[src/rtl/legv8_pkg.sv]
// Shared LEGv8 encodings, ALU operation codes and controller state types
// used by the multicycle controller and its decoder.
package legv8_pkg;

  localparam logic [10:0] OPC_ADDS = 11'h558;
  localparam logic [10:0] OPC_SUBS = 11'h758;
  localparam logic [10:0] OPC_AND  = 11'h450;
  localparam logic [10:0] OPC_EOR  = 11'h650;
  localparam logic [10:0] OPC_LDUR = 11'h7C2;
  localparam logic [10:0] OPC_STUR = 11'h7C0;
  localparam logic [9:0]  OPC_ADDI = 10'b1001000100;
  localparam logic [5:0]  OPC_B    = 6'b000101;
  localparam logic [7:0]  OPC_BCOND = 8'h54;
  localparam logic [7:0]  OPC_CBZ  = 8'hB4;
  localparam logic [4:0]  COND_LT  = 5'h0B;

  localparam logic [1:0] ALUSRC_REG   = 2'd0;
  localparam logic [1:0] ALUSRC_IMM12 = 2'd1;
  localparam logic [1:0] ALUSRC_IMM9  = 2'd2;

  typedef enum logic [2:0] {
    ALU_ADD   = 3'd0,
    ALU_SUB   = 3'd1,
    ALU_AND   = 3'd2,
    ALU_ORR   = 3'd3,
    ALU_EOR   = 3'd4,
    ALU_PASSB = 3'd5
  } alu_op_e;

  typedef enum logic [2:0] {
    ST_FETCH,
    ST_DECODE,
    ST_EXEC,
    ST_MEM,
    ST_WB,
    ST_ILLEGAL
  } ctrl_state_e;

  typedef enum logic [2:0] {
    CLS_ALU,
    CLS_LDUR,
    CLS_STUR,
    CLS_B,
    CLS_BLT,
    CLS_CBZ
  } op_class_e;

endpackage

[src/rtl/instr_decode.sv]
// Combinational LEGv8 decoder: opcode field and condition code to operation
// class, static datapath controls and an undefined-opcode indication.
module instr_decode
  import legv8_pkg::*;
(
  input  logic [10:0] opc,
  input  logic [4:0]  cond,
  output op_class_e   op_class,
  output logic        sets_flags,
  output logic        reg2loc,
  output logic [1:0]  alu_src,
  output alu_op_e     alu_op,
  output logic        uncond_br,
  output logic        undefined
);

  always_comb begin
    op_class   = CLS_ALU;
    sets_flags = 1'b0;
    reg2loc    = 1'b0;
    alu_src    = ALUSRC_REG;
    alu_op     = ALU_ADD;
    uncond_br  = 1'b0;
    undefined  = 1'b0;
    if (opc[10:1] == OPC_ADDI) begin
      alu_src = ALUSRC_IMM12;
    end else if (opc == OPC_ADDS) begin
      sets_flags = 1'b1;
      reg2loc    = 1'b1;
    end else if (opc == OPC_SUBS) begin
      sets_flags = 1'b1;
      reg2loc    = 1'b1;
      alu_op     = ALU_SUB;
    end else if (opc == OPC_AND) begin
      reg2loc = 1'b1;
      alu_op  = ALU_AND;
    end else if (opc == OPC_EOR) begin
      reg2loc = 1'b1;
      alu_op  = ALU_EOR;
    end else if (opc == OPC_LDUR) begin
      op_class = CLS_LDUR;
      alu_src  = ALUSRC_IMM9;
    end else if (opc == OPC_STUR) begin
      op_class = CLS_STUR;
      alu_src  = ALUSRC_IMM9;
    end else if (opc[10:5] == OPC_B) begin
      op_class  = CLS_B;
      uncond_br = 1'b1;
    end else if (opc[10:3] == OPC_BCOND && cond == COND_LT) begin
      op_class = CLS_BLT;
    end else if (opc[10:3] == OPC_CBZ) begin
      // CBZ tests Rt through the ALU, so the zero flag comes straight from alu_z
      op_class = CLS_CBZ;
      alu_op   = ALU_PASSB;
    end else begin
      undefined = 1'b1;
    end
  end

endmodule

[src/rtl/multicycle_ctrl.sv]
// Multicycle LEGv8 controller: sequences fetch/decode/execute/memory/writeback,
// owns IR, NZCV and the retired-instruction counter.
module multicycle_ctrl
  import legv8_pkg::*;
#(
  parameter int unsigned CNT_W = 32
) (
  input  logic             clk,
  input  logic             reset_n,
  output logic             imem_req,
  input  logic             imem_ready,
  input  logic [31:0]      imem_rdata,
  output logic             dmem_req,
  output logic             dmem_we,
  input  logic             dmem_ready,
  input  logic             alu_n,
  input  logic             alu_z,
  input  logic             alu_c,
  input  logic             alu_v,
  output logic [31:0]      ir,
  output logic             pc_we,
  output logic             BrTaken,
  output logic             UncondBr,
  output logic             Reg2Loc,
  output logic [1:0]       ALUSrc,
  output logic [2:0]       alu_op,
  output logic             MemToReg,
  output logic             RegWrite,
  output logic             illegal,
  output logic [CNT_W-1:0] retired
);

  ctrl_state_e state, state_next;
  logic        flag_n, flag_z, flag_c, flag_v;
  op_class_e   d_class;
  logic        d_sets_flags, d_reg2loc, d_uncond, d_undef;
  logic [1:0]  d_alu_src;
  alu_op_e     d_alu_op;

  // Z and C are architectural state with no consumer among the supported branches
  logic zc_unused;
  assign zc_unused = flag_z ^ flag_c;

  instr_decode u_decode (
    .opc        (ir[31:21]),
    .cond       (ir[4:0]),
    .op_class   (d_class),
    .sets_flags (d_sets_flags),
    .reg2loc    (d_reg2loc),
    .alu_src    (d_alu_src),
    .alu_op     (d_alu_op),
    .uncond_br  (d_uncond),
    .undefined  (d_undef)
  );

  always_ff @(posedge clk or negedge reset_n) begin
    if (!reset_n) begin
      state   <= ST_FETCH;
      ir      <= '0;
      flag_n  <= 1'b0;
      flag_z  <= 1'b0;
      flag_c  <= 1'b0;
      flag_v  <= 1'b0;
      retired <= '0;
    end else begin
      state <= state_next;
      if (state == ST_FETCH && imem_ready) ir <= imem_rdata;
      if (state == ST_EXEC && d_sets_flags) begin
        flag_n <= alu_n;
        flag_z <= alu_z;
        flag_c <= alu_c;
        flag_v <= alu_v;
      end
      if (pc_we) retired <= retired + CNT_W'(1);
    end
  end

  always_comb begin
    state_next = state;
    imem_req   = 1'b0;
    dmem_req   = 1'b0;
    dmem_we    = 1'b0;
    pc_we      = 1'b0;
    BrTaken    = 1'b0;
    UncondBr   = 1'b0;
    Reg2Loc    = 1'b0;
    ALUSrc     = ALUSRC_REG;
    alu_op     = ALU_ADD;
    MemToReg   = 1'b0;
    RegWrite   = 1'b0;
    illegal    = 1'b0;
    if (state == ST_EXEC || state == ST_MEM || state == ST_WB) begin
      Reg2Loc  = d_reg2loc;
      ALUSrc   = d_alu_src;
      alu_op   = d_alu_op;
      UncondBr = d_uncond;
    end
    case (state)
      ST_FETCH: begin
        // reset holds state at FETCH, so the request is gated to stay low in reset
        imem_req = reset_n;
        if (imem_ready) state_next = ST_DECODE;
      end
      ST_DECODE: state_next = d_undef ? ST_ILLEGAL : ST_EXEC;
      ST_EXEC: begin
        case (d_class)
          CLS_B: begin
            pc_we      = 1'b1;
            BrTaken    = 1'b1;
            state_next = ST_FETCH;
          end
          CLS_BLT: begin
            pc_we      = 1'b1;
            BrTaken    = flag_n ^ flag_v;
            state_next = ST_FETCH;
          end
          CLS_CBZ: begin
            pc_we      = 1'b1;
            BrTaken    = alu_z;
            state_next = ST_FETCH;
          end
          CLS_LDUR, CLS_STUR: state_next = ST_MEM;
          default: state_next = ST_WB;
        endcase
      end
      ST_MEM: begin
        dmem_req = 1'b1;
        dmem_we  = (d_class == CLS_STUR);
        if (dmem_ready) begin
          if (d_class == CLS_STUR) begin
            pc_we      = 1'b1;
            state_next = ST_FETCH;
          end else begin
            state_next = ST_WB;
          end
        end
      end
      ST_WB: begin
        RegWrite   = 1'b1;
        MemToReg   = (d_class == CLS_LDUR);
        pc_we      = 1'b1;
        state_next = ST_FETCH;
      end
      ST_ILLEGAL: illegal = 1'b1;
      default: state_next = ST_FETCH;
    endcase
  end

endmodule
[config.mk]
export PLATFORM = sky130hd
export DESIGN_NAME = multicycle_ctrl
export DESIGN_NICKNAME = d
export VERILOG_FILES = /design/src/rtl/legv8_pkg.sv /design/src/rtl/instr_decode.sv /design/src/rtl/multicycle_ctrl.sv
export SDC_FILE = /design/constraint.sdc
export NUM_CORES = 1
export LEC_CHECK = 0
export CAP_MARGIN = 20
export CORE_ASPECT_RATIO = 0.9
export CORE_MARGIN = 3
export CORE_UTILIZATION = 41
export DETAILED_ROUTE_END_ITERATION = 6
export PLACE_DENSITY = 0.74
export SYNTH_ARGS = -nofsm -noshare
export SYNTH_HDL_FRONTEND = slang
export SYNTH_HIERARCHICAL = 1
export SYNTH_SLANG_ARGS = --single-unit
[constraint.sdc]
create_clock -name clk -period 5.75 [get_ports clk]
set_clock_uncertainty 0.2 [all_clocks]
set_input_delay 1.15 -clock clk [delete_from_list [all_inputs] [get_ports clk]]
set_output_delay 1.15 -clock clk [all_outputs]
set_load 0.005 [all_outputs]
==> flow_summary.json <==
{
  "tns_ns": 0,
  "netlist_top_cells_area": "dfrtp_1 (51%), mux2_2 (11%), xor2_1 (5.2%)",
  "syn_inst": 299,
  "ys_warn_count": 6,
  "io_buffers": 117,
  "whs_ns": 0.266,
  "timing.final.hold_violations": 0,
  "yosys.area.top_type_share_pct": 51.0,
  "path_class": "reg -> out",
  "synth_edf_count": 0,
  "finalCriticalPeriod_ns": 4.76,
  "max_cap_violations": 0,
  "tightest_slew_ns": 0.891,
  "fillers": 662,
  "dpl.hpwl_mm": 6.37,
  "synth_seq_area_share_pct": 51.0,
  "critPathCaptureType": "primary output",
  "dr.pass1.iters": 4,
  "crit_fanout": 12,
  "yosysTopAreaCell": "dfrtp_1",
  "fp.dieH_um": 92.2,
  "vias": 2734,
  "async_flop_share_pct": 100,
  "syn2layout_area_growth_pct": 43.9,
  "cts_root_buffer": "clkbuf_8",
  "grt_pass1_wl_mm": 14.2,
  "cts_tree": "yes",
  "final.period_utilization_pct": 82.7,
  "cp.arrival_ns": 3.41,
  "syn_area_um2": 3390,
  "grt_util_all_layers_pct": 19.3,
  "cts_hold_buf": 0,
  "drtAntennaViolNets": 0,
  "drt_iter0_drc": 100,
  "antennaDiodeCount": 0,
  "nets": 463,
  "ys_types": 53,
  "drv_slew": 0,
  "cp_data_required_time_ns": 4.40,
  "cts_buffer_depth": 2,
  "rsz0062_at_grt": "no",
  "grt_max_degree": 70,
  "powerDensity_nw_per_um2": 198,
  "fin_total_pwr_uw": 965,
  "placed_cells": 507,
  "wl_mm": 8.54,
  "synth.most_common_cell": "dfrtp_1",
  "viasPerCell": 5.24,
  "cp-start-kind": "flip-flop",
  "finalSetupViolations": 0,
  "post_cts_buffers": 0,
  "start_util_pct": 43.6,
  "vdd_drop_max_v": 0.000141,
  "antenna_found_initial": 0,
  "rows": 30,
  "syn_nets": 340,
  "dieWidth_um": 102,
  "worst_skew_pair.late_latency_ns": 0.34,
  "cts_sinks": 69,
  "register_area_um2": 1730,
  "place_congestion": 0.878,
  "relSlewSlack_pct": 40.6,
  "setup_slack_ns": 0.992,
  "status": "complete, no violations",
  "fmax_ghz": 0.210,
  "synth.top_cells.by_count": "dfrtp_1 (69), mux2_2 (34), nand2_1 (22)",
  "drc": 0,
  "grt_pass1_vias": 2812,
  "syn_avg_cell_area_um2": 11.3,
  "preCtsSetupSlack_ns": 1.27,
  "synth_seq_cells": 69,
  "io_pins": 119,
  "cts_resized": 0,
  "core-area_um2": 7770,
  "h-tree-depth": 3,
  "hold_class": "reg -> reg",
  "fin_cells": 522,
  "drive_gt1_share_pct": 16.0,
  "gr-total-overflow": 0,
  "synth-main-ff-cell": "dfrtp_1",
  "die_area_um2": 9390,
  "p_leak_nw": 2.06,
  "numCtsBuffers": 9,
  "clk_pin_slew_ns": 0.08,
  "r2r_slack_ns": 2.62,
  "wl_per_cell_um": 16.4,
  "multiInputGateArea_um2": 1560
}
[registers in the layout, indices dropped and copies added, names as in the netlist]
name	flops
flag_v	1
retired	32
ir	32
state	3
flag_n	1
[stage by stage]
step                      cell area, µm²  util, %
after floorplan                     3390        -
after detailed placement            4650     59.8
after global routing                4870     62.7
final                               4870     62.7
after global placement              4650     59.8
after CTS                           4870     62.7
[final cells by class]
cell class	instances	area share, %
Sequential cell	69	35.4
Inverter	13	1.00
Timing Repair Buffer	120	24.4
Clock inverter	5	1.75
Tap cell	96	2.47
Clock buffer	10	2.83
Multi-Input combinational cell	209	32.1
[where the power goes]
part / leakage, nW / internal, mW / switching, mW
combinational: 1.06 / 0.0237 / 0.0138
clock: 0.109 / 0.255 / 0.186
sequential: 0.892 / 0.486 / 0.000444
total: 2.06 / 0.764 / 0.201
[final timing paths]
| path | start | end | depth (start not counted) |
|---|---|---|---|
| max in group asynchronous | reset_n | flag_v | 2 |
| worst max register to register | ir[29] | retired[6] | 9 |
| worst max-delay path | ir[29] | pc_we | 8 |
| worst min register to register | retired[31] | retired[31] | 1 |
| min in group asynchronous | reset_n | retired[18] | 2 |
| worst min-delay path | retired[31] | retired[31] | 1 |
[per-layer routing]
metal | vias up | GRT usage [%] | part of all wire (%)
met5 | - | 0 | 0
met4 | 0 | 5.32 | 0.84
met3 | 6 | 6.08 | 6.3
met2 | 74 | 30.6 | 50
met1 | 1350 | 25.5 | 43
li1 | 1304 | - | -
[worst max-delay path, cell delays in order, from the launching register on]
cell and delay (ns):
dfrtp_1 0.43, or2_4 0.29, or4_4 0.51, a21oi_2 0.31, nand2b_1 0.21, o41ai_2 0.10, nor2_2 0.45, inv_1 0.25
clkdlybuf4s50_1 0.51
[cells by family (layout without fill, tap and decap cells)]
| group | Yosys count | in the layout | synth area share (%) |
|---|---|---|---|
| compound gates | 18 | 18 | 4.07 |
| xor+xnor | 33 | 33 | 8.54 |
| fa+ha+maj | 1 | 1 | 0.369 |
| buf+inv | 21 | 148 | 2.81 |
| flops | 69 | 69 | 51.0 |
| mux | 36 | 36 | 11.9 |
| simple gates | 121 | 121 | 21.3 |
[cells in the final DEF, fill, tap and decap left out, types with 2 or more instances in the layout]
| cell | n |
|---|---|
| nor2_1 | 16 |
| and2_1 | 2 |
| nor3_1 | 19 |
| nand2b_1 | 2 |
| a21oi_2 | 2 |
| clkbuf_8 | 10 |
| mux2_2 | 34 |
| clkinv_4 | 2 |
| nand2_1 | 22 |
| nand3b_1 | 2 |
| clkdlybuf4s50_1 | 116 |
| buf_4 | 3 |
| xor2_1 | 20 |
| bufinv_16 | 2 |
| nor4_1 | 3 |
| nor2b_1 | 10 |
| inv_1 | 13 |
| o32ai_1 | 2 |
| mux2i_1 | 2 |
| a21oi_1 | 2 |
| xnor2_1 | 13 |
| and4_1 | 2 |
| nor4_2 | 3 |
| nand3_1 | 10 |
| dfrtp_1 | 69 |
| o21ai_0 | 4 |
| nor4b_1 | 5 |
| and3_1 | 2 |
| nand4_1 | 7 |
Power figures use the tool's default switching activity.
